<file path="config.mk">
export PLATFORM = sky130hd
export DESIGN_NAME = logic_op_pipe_flat
export DESIGN_NICKNAME = d
export VERILOG_FILES = /design/src/rtl/logic_op_pipe_if.sv /design/src/rtl/logic_op_pipe.sv /design/src/flat_wrapper.sv
export SDC_FILE = /design/constraint.sdc
export NUM_CORES = 1
export LEC_CHECK = 0
export CAP_MARGIN = 20
export CORE_ASPECT_RATIO = 1.4
export CORE_UTILIZATION = 55
export CTS_BUF_LIST = sky130_fd_sc_hd__clkbuf_4 sky130_fd_sc_hd__clkbuf_8 sky130_fd_sc_hd__clkbuf_16
export DETAILED_ROUTE_END_ITERATION = 16
export DONT_BUFFER_PORTS = 1
export GPL_TIMING_DRIVEN = 0
export HOLD_SLACK_MARGIN = 0.1
export MAX_ROUTING_LAYER = met4
export PLACE_DENSITY = 0.7
export SYNTH_ARGS = -nofsm -noshare
export SYNTH_HDL_FRONTEND = slang
export SYNTH_SLANG_ARGS = --single-unit
</file>
<file path="constraint.sdc">
create_clock -name clk -period 6.5 [get_ports clk]
set_clock_uncertainty 0.05 [all_clocks]
set_input_delay 0.65 -clock clk [delete_from_list [all_inputs] [get_ports clk]]
set_output_delay 0.65 -clock clk [all_outputs]
set_load 0.02 [all_outputs]
</file>
<file path="src/rtl/logic_op_pipe_if.sv">
// Handshake bundle between operand source, logic_op_pipe and result consumer.
interface logic_op_pipe_if #(
  parameter int WIDTH = 8,
  parameter int CNT_W = 8
);
  logic             in_valid;
  logic             in_ready;
  logic [WIDTH-1:0] a;
  logic [WIDTH-1:0] b;
  logic [2:0]       op;
  logic             acc;
  logic             last;
  logic             out_valid;
  logic             out_ready;
  logic [WIDTH-1:0] out;
  logic [CNT_W-1:0] out_cnt;

  // Source/consumer side
  modport master (
    output in_valid, a, b, op, acc, last, out_ready,
    input  in_ready, out_valid, out, out_cnt
  );

  // Logic unit side
  modport slave (
    input  in_valid, a, b, op, acc, last, out_ready,
    output in_ready, out_valid, out, out_cnt
  );
endinterface

</file>
<file path="src/rtl/logic_op_pipe.sv">
// Bitwise two-operand logic unit with registered output, valid/ready on both
// sides and optional multi-beat burst reduction with a saturating beat count.
//
// state | meaning
// IDLE  | no burst open; single beats emit directly
// ACCUM | burst open; beats fold into acc_q until a beat with last=1
module logic_op_pipe #(
  parameter int WIDTH = 8,
  parameter int CNT_W = 8
) (
  input logic            clk,
  input logic            rst,
  logic_op_pipe_if.slave bus
);

  typedef enum logic {IDLE, ACCUM} state_t;

  state_t           state_q, state_d;
  logic [WIDTH-1:0] acc_q, acc_d;
  logic [2:0]       op_q, op_d;
  logic [CNT_W-1:0] cnt_q, cnt_d;
  logic [WIDTH-1:0] out_q, out_d;
  logic [CNT_W-1:0] out_cnt_q, out_cnt_d;
  logic             out_valid_q, out_valid_d;

  logic             accept;
  logic [2:0]       op_eff;
  logic [WIDTH-1:0] p;
  logic [WIDTH-1:0] folded;
  logic [CNT_W-1:0] cnt_inc;

  function automatic logic [WIDTH-1:0] lop(input logic [1:0]       f,
                                           input logic [WIDTH-1:0] x,
                                           input logic [WIDTH-1:0] y);
    case (f)
      2'b00:   lop = x & y;
      2'b01:   lop = x | y;
      2'b10:   lop = x ^ y;
      default: lop = x;
    endcase
  endfunction

  assign bus.in_ready  = !out_valid_q || bus.out_ready;
  assign accept        = bus.in_valid && bus.in_ready;
  // Inside a burst the opcode captured on the opening beat governs every beat.
  assign op_eff        = (state_q == ACCUM) ? op_q : bus.op;
  assign p             = lop(op_eff[1:0], bus.a, bus.b);
  // PASS folds to the newest beat's a, which is exactly p.
  assign folded        = (op_q[1:0] == 2'b11) ? p : lop(op_q[1:0], acc_q, p);
  assign cnt_inc       = (cnt_q == {CNT_W{1'b1}}) ? cnt_q : cnt_q + CNT_W'(1);

  assign bus.out       = out_q;
  assign bus.out_cnt   = out_cnt_q;
  assign bus.out_valid = out_valid_q;

  // Next-state: burst FSM, accumulator update and output register load.
  always_comb begin
    state_d     = state_q;
    acc_d       = acc_q;
    op_d        = op_q;
    cnt_d       = cnt_q;
    out_d       = out_q;
    out_cnt_d   = out_cnt_q;
    out_valid_d = out_valid_q && !bus.out_ready;
    if (accept) begin
      case (state_q)
        IDLE: begin
          if (!bus.acc || bus.last) begin
            out_d       = bus.op[2] ? ~p : p;
            out_cnt_d   = CNT_W'(1);
            out_valid_d = 1'b1;
          end else begin
            acc_d   = p;
            op_d    = bus.op;
            cnt_d   = CNT_W'(1);
            state_d = ACCUM;
          end
        end
        ACCUM: begin
          if (bus.last) begin
            out_d       = op_q[2] ? ~folded : folded;
            out_cnt_d   = cnt_inc;
            out_valid_d = 1'b1;
            state_d     = IDLE;
          end else begin
            acc_d = folded;
            cnt_d = cnt_inc;
          end
        end
        default: state_d = IDLE;
      endcase
    end
  end

  // State and output registers with synchronous reset.
  always_ff @(posedge clk) begin
    if (rst) begin
      state_q     <= IDLE;
      acc_q       <= '0;
      op_q        <= '0;
      cnt_q       <= '0;
      out_q       <= '0;
      out_cnt_q   <= '0;
      out_valid_q <= 1'b0;
    end else begin
      state_q     <= state_d;
      acc_q       <= acc_d;
      op_q        <= op_d;
      cnt_q       <= cnt_d;
      out_q       <= out_d;
      out_cnt_q   <= out_cnt_d;
      out_valid_q <= out_valid_d;
    end
  end

endmodule

</file>
<file path="src/flat_wrapper.sv">
// flat-port wrapper written by rule: the top's interface ports become plain ports
module logic_op_pipe_flat 
#(
  parameter int WIDTH = 8,
  parameter int CNT_W = 8
)
  (clk, rst, bus_in_valid, bus_a, bus_b, bus_op, bus_acc, bus_last, bus_out_ready, bus_in_ready, bus_out_valid, bus_out, bus_out_cnt);
  logic_op_pipe_if #(.WIDTH(WIDTH), .CNT_W(CNT_W)) bus_i ();
  input logic clk;
  input logic rst;
  input wire logic [$bits(bus_i.in_valid)-1:0] bus_in_valid;
  input wire logic [$bits(bus_i.a)-1:0] bus_a;
  input wire logic [$bits(bus_i.b)-1:0] bus_b;
  input wire logic [$bits(bus_i.op)-1:0] bus_op;
  input wire logic [$bits(bus_i.acc)-1:0] bus_acc;
  input wire logic [$bits(bus_i.last)-1:0] bus_last;
  input wire logic [$bits(bus_i.out_ready)-1:0] bus_out_ready;
  output wire logic [$bits(bus_i.in_ready)-1:0] bus_in_ready;
  output wire logic [$bits(bus_i.out_valid)-1:0] bus_out_valid;
  output wire logic [$bits(bus_i.out)-1:0] bus_out;
  output wire logic [$bits(bus_i.out_cnt)-1:0] bus_out_cnt;
  assign bus_i.in_valid = bus_in_valid;
  assign bus_i.a = bus_a;
  assign bus_i.b = bus_b;
  assign bus_i.op = bus_op;
  assign bus_i.acc = bus_acc;
  assign bus_i.last = bus_last;
  assign bus_i.out_ready = bus_out_ready;
  assign bus_in_ready = bus_i.in_ready;
  assign bus_out_valid = bus_i.out_valid;
  assign bus_out = bus_i.out;
  assign bus_out_cnt = bus_i.out_cnt;
  logic_op_pipe #(.WIDTH(WIDTH), .CNT_W(CNT_W)) u_core (.clk(clk), .rst(rst), .bus(bus_i));
endmodule
</file>
* Word level (Yosys, flattened, before mapping)
Index checks and enable logic that the tools add are counted.
Word-level totals: register bits after elaboration 37, output and inout port bits 18
Operators by class: add/subtract/negate cells 1, eq/ne operators 10, mux-type cells 26, bitwise gates (word level) 10, reductions and logical operators 12
Operators with widths (count):
- $mux 8 | 12
- $pmux 8 s2 | 4
- $pmux 8 s3 | 2
- $and 8x8->8 | 2
- $not 8->8 | 2
- $or 8x8->8 | 2
- $xor 8x8->8 | 2
- $reduce_and 3->1 | 3
- $add 8x1->8 const B | 1
- $eq 8x8->1 const B | 1
- $eq 2x2->1 const B | 3
- $ne 2x2->1 const B | 3
- $mux 1 | 5
- $eq 2x1->1 const B | 2
- $logic_not 2->1 | 2
- $pmux 1 s2 | 2
- $logic_not 1->1 | 3
- $logic_and 1x1->1 | 2
- $logic_or 1x1->1 | 2
- $mux 2 | 1
- $ne 2x1->1 const B | 1
- $not 1->1 | 2

* Longest topological paths before layout
Gate-level depths: netlist of run 1.
depth after elaboration 10, gate-level depth with buffers 9

* Least setup slack after synthesis of run 1
OpenSTA, ideal clock, no wires.
kind in2reg, start point in bus_op[1], end point reg u_core.out_q[3], in the netlist u_core.bus.out[3], library setup time 78 ps, arrival 2758 ps, required time 6372 ps, slack 3615 ps, stages on the path 7, path buffers 0, path through mux2i_2 > mux4_2 > ha_1 > mux2_2 > o22a_1 > a211o_1 > nor3_1
Between the ends: longest elaborated chain between the ends 10, elaborated cells on any way between the ends 17
RTL lines:
- start: declaration | line flat_wrapper.sv:14 | input wire logic [$bits(bus_i.op)-1:0] bus_op;
- $mux 2 * | line logic_op_pipe.sv:46 | assign op_eff = (state_q == ACCUM) ? op_q : bus.op;
- $eq 2x2->1, or another cell as far along | line logic_op_pipe.sv:35 | case (f)
- $pmux 8 s3 * | line logic_op_pipe.sv:35
- $xor 8x8->8, or another cell as far along | line logic_op_pipe.sv:38 | 2'b10: lop = x ^ y;
- $pmux 8 s3 | line logic_op_pipe.sv:35
- $mux 8 | line logic_op_pipe.sv:49 | assign folded = (op_q[1:0] == 2'b11) ? p : lop(op_q[1:0], acc_q, p);
- $not 8->8 | line logic_op_pipe.sv:81 | out_d = op_q[2] ? ~folded : folded;
- $mux 8 | line logic_op_pipe.sv:81
- $mux 8 | line logic_op_pipe.sv:80 | if (bus.last) begin
- $pmux 8 s2 * | line logic_op_pipe.sv:66 | case (state_q)
- end signal: assignment | line logic_op_pipe.sv:110 | out_q <= out_d;
- end: declaration | line logic_op_pipe.sv:22 | logic [WIDTH-1:0] out_q, out_d;
Mark *: on every way between the ends. The rest lies on a longest branch, timed or not. The select of a mux whose other input is x is not followed. A chain may end at the register's enable or synchronous reset.

* Worst setup path after layout of run 1
start point reg u_core.state_q, end point reg u_core.out_q[3], in the netlist u_core.bus.out[3]
Between the ends: longest elaborated chain between the ends 10, elaborated cells on any way between the ends 21
RTL lines:
- start: declaration | line logic_op_pipe.sv:18 | state_t state_q, state_d;
- start signal: assignment | line logic_op_pipe.sv:106 | state_q <= state_d;
- $mux 2 | line logic_op_pipe.sv:46
- $eq 2x2->1, or another cell as far along | line logic_op_pipe.sv:35
- $pmux 8 s3 | line logic_op_pipe.sv:35
- $xor 8x8->8, or another cell as far along | line logic_op_pipe.sv:38
- $pmux 8 s3 | line logic_op_pipe.sv:35
- $mux 8 | line logic_op_pipe.sv:49
- $not 8->8 | line logic_op_pipe.sv:81
- $mux 8 | line logic_op_pipe.sv:81
- $mux 8 | line logic_op_pipe.sv:80
- $pmux 8 s2 | line logic_op_pipe.sv:66
Several ways; a longest one is shown, not always the timed one. The select of a mux whose other input is x is not followed.

==> run_summary.xml, run 1 <==
<?xml version="1.0" encoding="UTF-8"?>
<metrics>
  <group name="placement">
    <metric name="dpl_worst_slack" unit="ns">3.35</metric>
    <metric name="port-buffer-count" unit="">0</metric>
    <metric name="hpwlAfterDp" unit="mm">5.87</metric>
    <metric name="routabilityCongestion" unit="">0.832</metric>
    <metric name="place_inst" unit="">443</metric>
  </group>
  <group name="hold_path">
    <metric name="holdCritStartpoint" unit="">bus_op[1]</metric>
    <metric name="worstHoldPathType" unit="">in -&gt; reg</metric>
    <metric name="hold_path_depth" unit="">2</metric>
    <metric name="worst_hold_path.endpoint" unit="">u_core.op_q[1]</metric>
  </group>
  <group name="cts">
    <metric name="ctsLongestPathBuffers" unit="">2</metric>
    <metric name="clkTransAtPathRegs" unit="ns">0.08</metric>
    <metric name="htreeDepth" unit="">2</metric>
    <metric name="tritoncts_buffers" unit="">5</metric>
    <metric name="cts_post_setup_buffers_inserted" unit="">0</metric>
    <metric name="hold_buffers" unit="">0</metric>
    <metric name="cts-resized-gates" unit="">0</metric>
    <metric name="clock-root-buffer" unit="">sky130_fd_sc_hd__clkbuf_8</metric>
    <metric name="tritoncts" unit="">yes</metric>
    <metric name="clock_sink_count" unit="">37</metric>
    <metric name="clock_insertion_delay_at_the_later_pin_of_the_skew_report" unit="ns">0.30</metric>
  </group>
  <group name="finish">
    <metric name="final_layout_size_suffix_gt1_share" unit="%">9.87</metric>
    <metric name="final_net_count" unit="">434</metric>
    <metric name="nFillCells" unit="">497</metric>
    <metric name="insertedDiodeCount" unit="">0</metric>
    <metric name="relative_area_change_from_synthesis_to_final_layout" unit="%">6.56</metric>
    <metric name="finish.cell_count_without_fillers" unit="">451</metric>
  </group>
  <group name="sta">
    <metric name="setup_violations" unit="">0</metric>
    <metric name="final_min_period_over_clock_period" unit="%">46.6</metric>
    <metric name="timing.final.hold_violations" unit="">0</metric>
    <metric name="holdWs" unit="ns">0.445</metric>
    <metric name="grt_setup_unrepaired" unit="">no</metric>
    <metric name="fin_tns_setup" unit="ns">0</metric>
    <metric name="final.setup.worst_slack" unit="ns">3.47</metric>
    <metric name="final-max-slew-violation-count" unit="">0</metric>
    <metric name="worst_pin_slew" unit="ns">0.663</metric>
    <metric name="clock.fmax" unit="MHz">330</metric>
    <metric name="relative_slew_slack" unit="%">54.9</metric>
    <metric name="period_needed" unit="ns">3.03</metric>
  </group>
  <group name="global_route">
    <metric name="pin_count_of_the_biggest_net_entering_global_routing" unit="">14</metric>
    <metric name="global_route.usage.total" unit="%">28.3</metric>
    <metric name="grt_first_pass_wirelength" unit="mm">12.0</metric>
    <metric name="grt_antenna_before_repair" unit="">0</metric>
    <metric name="first_global_vias" unit="">2581</metric>
    <metric name="globalRouteOverflowTotal" unit="">0</metric>
  </group>
  <group name="drt">
    <metric name="wl_per_cell" unit="um">16.8</metric>
    <metric name="wl" unit="mm">7.56</metric>
    <metric name="via_count" unit="">2745</metric>
    <metric name="detail_route.iter0.violations" unit="">148</metric>
    <metric name="final_antenna_net_count" unit="">0</metric>
    <metric name="route.detailed.vias_per_inst" unit="">6.09</metric>
    <metric name="drtPass1Iterations" unit="">4</metric>
    <metric name="drcViolationCount" unit="">0</metric>
  </group>
  <group name="power">
    <metric name="peakVddDrop" unit="uV">94.8</metric>
    <metric name="total_leakage_power" unit="nW">1.33</metric>
    <metric name="clock_power_share" unit="%">33.9</metric>
    <metric name="power.switching_fraction" unit="%">31.9</metric>
    <metric name="pwr-share-comb" unit="%">24.7</metric>
    <metric name="switchingPower" unit="mW">0.194</metric>
    <metric name="cell_area_power_density" unit="nW/um^2">190</metric>
    <metric name="sequentialPowerShare" unit="%">41.4</metric>
    <metric name="p_int" unit="mW">0.415</metric>
    <metric name="power" unit="mW">0.609</metric>
  </group>
  <group name="synth">
    <metric name="synth.cells.most_frequent" unit="">41 x sky130_fd_sc_hd__nand2_1, 37 x sky130_fd_sc_hd__dfxtp_1, 36 x sky130_fd_sc_hd__a21oi_1, 36 x sky130_fd_sc_hd__inv_1, 34 x sky130_fd_sc_hd__nor2_1</metric>
    <metric name="ys.warnings.count" unit="">0</metric>
    <metric name="synth_top_cells_by_area" unit="">sky130_fd_sc_hd__dfxtp_1 25%, sky130_fd_sc_hd__ha_1 10%, sky130_fd_sc_hd__mux4_2 6.7%</metric>
    <metric name="postSynth.asyncResetShare" unit="%">0</metric>
    <metric name="library_cell_with_the_largest_summed_area_after_synthesis" unit="">sky130_fd_sc_hd__dfxtp_1</metric>
    <metric name="synthFlopType" unit="">sky130_fd_sc_hd__dfxtp_1</metric>
    <metric name="synth.most_common_cell" unit="">sky130_fd_sc_hd__nand2_1</metric>
    <metric name="yosys.area.top_type_share" unit="%">24.6</metric>
    <metric name="synthCells" unit="">377</metric>
    <metric name="post_synth.cell_area_avg" unit="um^2">7.99</metric>
    <metric name="yosysUniqueCellTypes" unit="">43</metric>
    <metric name="synth_edf_count" unit="">0</metric>
    <metric name="seq_area_frac_synth" unit="%">24.6</metric>
    <metric name="syn_nets" unit="">427</metric>
    <metric name="ys_ff_latch" unit="">37</metric>
    <metric name="synth_area" unit="um^2">3010</metric>
  </group>
  <group name="outcome">
    <metric name="status" unit="">finished, final reports clean</metric>
  </group>
  <group name="run">
    <metric name="drv_cap" unit="">0</metric>
  </group>
  <group name="setup_path">
    <metric name="critPathRequiredTime" unit="ns">6.68</metric>
    <metric name="cp-startpoint" unit="">u_core.state_q</metric>
    <metric name="rr_worst_depth" unit="">8</metric>
    <metric name="reg2reg_slack" unit="ns">3.47</metric>
    <metric name="worstSetupEndpointType" unit="">flop</metric>
    <metric name="regToRegStartpoint" unit="">u_core.state_q</metric>
    <metric name="crit_path_max_fanout" unit="">9</metric>
    <metric name="timing.critical_path.arrival" unit="ns">3.21</metric>
    <metric name="critPathLaunchType" unit="">flop</metric>
    <metric name="timing.setup.critical_path_class" unit="">reg -&gt; reg</metric>
    <metric name="r2r_end" unit="">u_core.bus.out[3]</metric>
  </group>
  <group name="die">
    <metric name="dieWidth" unit="um">64.6</metric>
    <metric name="number_of_top_level_design_ports" unit="">43</metric>
    <metric name="floorplan_core_area" unit="um^2">5240</metric>
    <metric name="floorplan.initialDensity" unit="%">57.5</metric>
    <metric name="die_y" unit="um">89.6</metric>
    <metric name="floorplan.die_area" unit="um^2">5780</metric>
    <metric name="placementRows" unit="">31</metric>
  </group>
</metrics>
[area by class of cell]
class	count	area, um^2	share of cell area (%)
clock buffer	5	68.8	2.14
clock inverter	3	46.3	1.44
buffer	33	144	4.48
inverter	36	135	4.21
tap	66	82.6	2.57
sequential	37	741	23.1
multi-input combinational	271	1990	62.1
[power by group through the flow]
stage / registers, mW / logic, mW / clock network (mW)
final: 0.252 / 0.150 / 0.207
after global routing: 0.254 / 0.168 / 0.217
after global placement: 0.257 / 0.146 / 0
after detailed placement: 0.257 / 0.150 / 0
after CTS: 0.252 / 0.150 / 0.208
after floorplan: 0.255 / 0.117 / 0
[state kept, by name (all words and copies together), names as in the netlist]
| name | count |
|---|---|
| u_core.acc_q | 8 |
| u_core.bus.out | 8 |
| u_core.bus.out_cnt | 8 |
| u_core.bus.out_valid | 1 |
| u_core.cnt_q | 8 |
| u_core.op_q | 3 |
| u_core.state_q | 1 |
[cell usage in the layout, fill, tap and decap left out, drive strengths merged, types with 2 or more instances in the layout]
cell	netlist	layout
mux4	9	9
nor2	34	34
nand3	8	8
a211oi	8	8
mux2i	11	11
o21ai	13	13
ha	25	25
a211o	15	15
nand4b	2	2
mux2	10	10
nand4	3	3
nor3	9	9
inv	36	36
a311oi	2	2
dfxtp	37	37
nand2	41	41
buf	9	9
a21oi	36	36
o21bai	2	2
a221oi	8	8
o211ai	7	7
o22a	8	8
nor3b	2	2
and3	3	3
xor2	5	5
clkbuf	24	29
[critical path, cell delays in order, from the launching register on]
cell and delay [ns]:
sky130_fd_sc_hd__dfxtp_1 0.33, sky130_fd_sc_hd__buf_6 0.14, sky130_fd_sc_hd__mux2i_2 0.60, sky130_fd_sc_hd__mux4_2 0.64
sky130_fd_sc_hd__ha_1 0.30, sky130_fd_sc_hd__mux2_2 0.26, sky130_fd_sc_hd__o22a_1 0.24, sky130_fd_sc_hd__a211o_1 0.27
sky130_fd_sc_hd__nor3_1 0.12
[worst max-delay path by stage]
| stage | depth (start not counted) | slack [ns] | endpoint |
|---|---|---|---|
| floorplan | 7 | 3.61 | u_core.bus.out[3] |
| global placement | 7 | 3.36 | u_core.bus.out[3] |
| detailed placement | 7 | 3.35 | u_core.bus.out[3] |
| CTS | 8 | 3.46 | u_core.bus.out[2] |
| global route | 8 | 3.27 | u_core.bus.out[3] |
| finish | 8 | 3.47 | u_core.bus.out[3] |
[kinds of logic (layout without fill, tap and decap cells)]
group	Yosys count	after routing	share of synthesized area, %
simple gates	108	108	16.8
mux	30	30	14.5
buf+inv	69	77	9.26
compound gates	103	103	23.0
xor+xnor	5	5	1.45
fa+ha+maj	25	25	10.4
flops	37	37	24.6
[stage by stage]
| step | util, % | cell area [um^2] |
|---|---|---|
| 6_report | 61.3 | 3210 |
| 3_3_place_gp | 59.1 | 3100 |
| 2_1_floorplan | - | 3010 |
| 4_1_cts | 61.3 | 3210 |
| 3_5_place_dp | 59.1 | 3100 |
| 5_1_grt | 61.3 | 3210 |
[routing by layer]
layer	vias up	global-route usage [%]	part of all wire [%]
met5	-	-	0
met3	19	4.29	3.9
met2	60	51.4	53
li1	1365	-	-
met4	0	14.5	4.0
met1	1301	29.5	39
Power figures use the tool's default switching activity.
==> run 2, diff against run 1 <==
Settings changed: PLACE_DENSITY 0.7 to 0.73.
Clock period 6.5 ns to 2.76 ns, I/O delays scaled along.
==> run_summary.xml, run 2 (synthesized netlist as in run 1, its figures left out) <==
<?xml version="1.0" encoding="UTF-8"?>
<metrics>
  <group name="power">
    <metric name="total_leakage_power" unit="nW">1.37</metric>
    <metric name="cell_area_power_density" unit="nW/um^2">436</metric>
    <metric name="power" unit="mW">1.44</metric>
    <metric name="peakVddDrop" unit="uV">181</metric>
  </group>
  <group name="drt">
    <metric name="drtPass1Iterations" unit="">4</metric>
    <metric name="drcViolationCount" unit="">0</metric>
    <metric name="route.detailed.vias_per_inst" unit="">6.25</metric>
    <metric name="detail_route.iter0.violations" unit="">229</metric>
    <metric name="via_count" unit="">2848</metric>
    <metric name="final_antenna_net_count" unit="">0</metric>
    <metric name="wl" unit="mm">7.92</metric>
    <metric name="wl_per_cell" unit="um">17.4</metric>
  </group>
  <group name="finish">
    <metric name="mostFrequentLayoutCell" unit="">sky130_fd_sc_hd__nand2_1</metric>
    <metric name="final_layout_size_suffix_gt1_share" unit="%">12.6</metric>
    <metric name="final_net_count" unit="">440</metric>
    <metric name="nFillCells" unit="">492</metric>
    <metric name="fin_util" unit="%">63.0</metric>
    <metric name="relative_area_change_from_synthesis_to_final_layout" unit="%">9.47</metric>
    <metric name="insertedDiodeCount" unit="">0</metric>
    <metric name="most-common-layout-cells" unit="">41 x sky130_fd_sc_hd__nand2_1, 36 x sky130_fd_sc_hd__inv_1, 36 x sky130_fd_sc_hd__a21oi_1, 35 x sky130_fd_sc_hd__dfxtp_1, 34 x sky130_fd_sc_hd__nor2_1</metric>
  </group>
  <group name="sta">
    <metric name="period_needed" unit="ns">2.71</metric>
    <metric name="final-max-slew-violation-count" unit="">0</metric>
    <metric name="relative_slew_slack" unit="%">59.5</metric>
    <metric name="final.setup.worst_slack" unit="ns">0.0545</metric>
    <metric name="worst_pin_slew" unit="ns">0.604</metric>
    <metric name="setup_violations" unit="">0</metric>
    <metric name="final_min_period_over_clock_period" unit="%">98.0</metric>
    <metric name="timing.final.hold_violations" unit="">0</metric>
    <metric name="holdWs" unit="ns">0.123</metric>
    <metric name="fin_tns_setup" unit="ns">0</metric>
    <metric name="clock.fmax" unit="MHz">370</metric>
  </group>
  <group name="outcome">
    <metric name="status" unit="">finished, final reports clean</metric>
  </group>
  <group name="hold_path">
    <metric name="worst_hold_path.endpoint" unit="">u_core.state_q</metric>
    <metric name="hold_path_depth" unit="">2</metric>
    <metric name="holdCritStartpoint" unit="">bus_in_valid</metric>
    <metric name="worstHoldPathType" unit="">in -&gt; reg</metric>
  </group>
  <group name="cts">
    <metric name="clkTransAtPathRegs" unit="ns">0.07</metric>
    <metric name="clock-root-buffer" unit="">sky130_fd_sc_hd__clkbuf_8</metric>
    <metric name="clock_sink_count" unit="">37</metric>
    <metric name="htreeDepth" unit="">2</metric>
    <metric name="tritoncts" unit="">yes</metric>
    <metric name="clock_insertion_delay_at_the_later_pin_of_the_skew_report" unit="ns">0.29</metric>
    <metric name="tritoncts_buffers" unit="">5</metric>
    <metric name="ctsLongestPathBuffers" unit="">2</metric>
  </group>
  <group name="setup_path">
    <metric name="regToRegStartpoint" unit="">u_core.state_q</metric>
    <metric name="critical_path.cell_chain" unit="">buf_6 &gt; mux2_4 &gt; mux4_2 &gt; ha_1 &gt; mux2_2 &gt; o22a_1 &gt; a211o_1 &gt; nor3_2</metric>
    <metric name="timing.setup.critical_path_class" unit="">reg -&gt; reg</metric>
    <metric name="rr_worst_depth" unit="">8</metric>
    <metric name="crit_path_max_fanout" unit="">9</metric>
    <metric name="r2r_end" unit="">u_core.bus.out[4]</metric>
    <metric name="critPathLaunchType" unit="">flop</metric>
    <metric name="reg2reg_slack" unit="ns">0.05</metric>
    <metric name="worstPathBufferInverterCount" unit="">1</metric>
    <metric name="critPathTopFamily" unit="">multiplexers</metric>
    <metric name="worstSetupEndpointType" unit="">flop</metric>
    <metric name="critPathMaxStageDelay" unit="ns">0.51</metric>
    <metric name="critical_path.slowest_cell" unit="">sky130_fd_sc_hd__mux4_2</metric>
    <metric name="cp-startpoint" unit="">u_core.state_q</metric>
    <metric name="critPathRequiredTime" unit="ns">2.93</metric>
    <metric name="timing.critical_path.arrival" unit="ns">2.88</metric>
  </group>
  <group name="global_route">
    <metric name="grt.met2_usage" unit="%">51.9</metric>
    <metric name="grt_first_pass_wirelength" unit="mm">12.6</metric>
    <metric name="global_route.usage.total" unit="%">29.2</metric>
    <metric name="globalRouteOverflowTotal" unit="">0</metric>
    <metric name="grt_antenna_before_repair" unit="">0</metric>
    <metric name="pin_count_of_the_biggest_net_entering_global_routing" unit="">12</metric>
    <metric name="first_global_vias" unit="">2768</metric>
    <metric name="global_route.usage.met3" unit="%">4.04</metric>
    <metric name="grt_use_met1" unit="%">29.1</metric>
    <metric name="grt_most_used_layer" unit="">met2</metric>
  </group>
  <group name="die">
    <metric name="floorplan.die_area" unit="um^2">5780</metric>
    <metric name="floorplan_core_area" unit="um^2">5240</metric>
    <metric name="number_of_top_level_design_ports" unit="">43</metric>
    <metric name="dieWidth" unit="um">64.6</metric>
    <metric name="floorplan.initialDensity" unit="%">57.5</metric>
    <metric name="die_y" unit="um">89.6</metric>
    <metric name="placementRows" unit="">31</metric>
  </group>
  <group name="placement">
    <metric name="dpl_worst_slack" unit="ns">-0.238</metric>
    <metric name="port-buffer-count" unit="">0</metric>
    <metric name="routabilityCongestion" unit="">0.903</metric>
    <metric name="hpwlAfterDp" unit="mm">5.90</metric>
  </group>
  <group name="run">
    <metric name="drv_cap" unit="">0</metric>
  </group>
</metrics>
-- run 2: worst reg2reg max path: cells and delay by family, from the launching register on --
kind,cells,cell delay [ns]
AOI/OAI and AO/OA,2,0.56
adders and majority gates,1,0.31
buffers and inverters,1,0.14
DFF,1,0.33
muxes,3,1.17
and+or+nand+nor,1,0.09
-- run 2: power breakdown --
part / total, mW / switching, mW / internal [mW] / leakage, nW
logic: 0.382 / 0.219 / 0.163 / 1.01
clock network: 0.461 / 0.198 / 0.263 / 0.0540
registers: 0.596 / 0.0359 / 0.560 / 0.303
total: 1.44 / 0.453 / 0.985 / 1.37
-- run 2: layout make-up --
cell class | instances | area [um^2] | area share [%]
well taps | 66 | 82.6 | 2.50
clock buffers | 5 | 68.8 | 2.09
plain buffers | 31 | 133 | 4.02
flip-flops and latches | 37 | 743 | 22.5
repair buffers | 8 | 62.6 | 1.90
inverters | 36 | 135 | 4.10
multi-input cells | 271 | 2040 | 61.8
clock inverters | 2 | 35.0 | 1.06
-- run 2: per-layer routing --
metal	part of all wire [%]	wire length [um]
met1	37	2940
met2	53	4190
met3	4.3	343
met4	5.7	453
met5	0	0
-- run 2: repair_timing --
item,4_1_cts,5_1_grt
setup endpoints to repair,7,9
pin swaps,0,1
setup buffers,2,5
hold endpoints to repair,1,0
gates resized for setup,1,7
hold buffers,1,0
-- run 2: worst max path at each step --
stage | end | slack [ns] | cells past startpoint
final | u_core.bus.out[4] | 0.05 | 8
after global routing | u_core.bus.out[4] | -0.0006 | 8
after CTS | u_core.bus.out[5] | 0.02 | 9
after detailed placement | u_core.bus.out[2] | -0.24 | 8
after global placement | u_core.bus.out[3] | -0.21 | 8
after floorplan | u_core.bus.out[3] | 0.04 | 8
-- run 2: through the flow --
step / std cells / cell area, um^2
2_1_floorplan: 377 / 3010
3_3_place_gp: 443 / 3100
3_5_place_dp: 443 / 3100
4_1_cts: 452 / 3230
5_1_grt: 456 / 3300
6_report: 456 / 3300
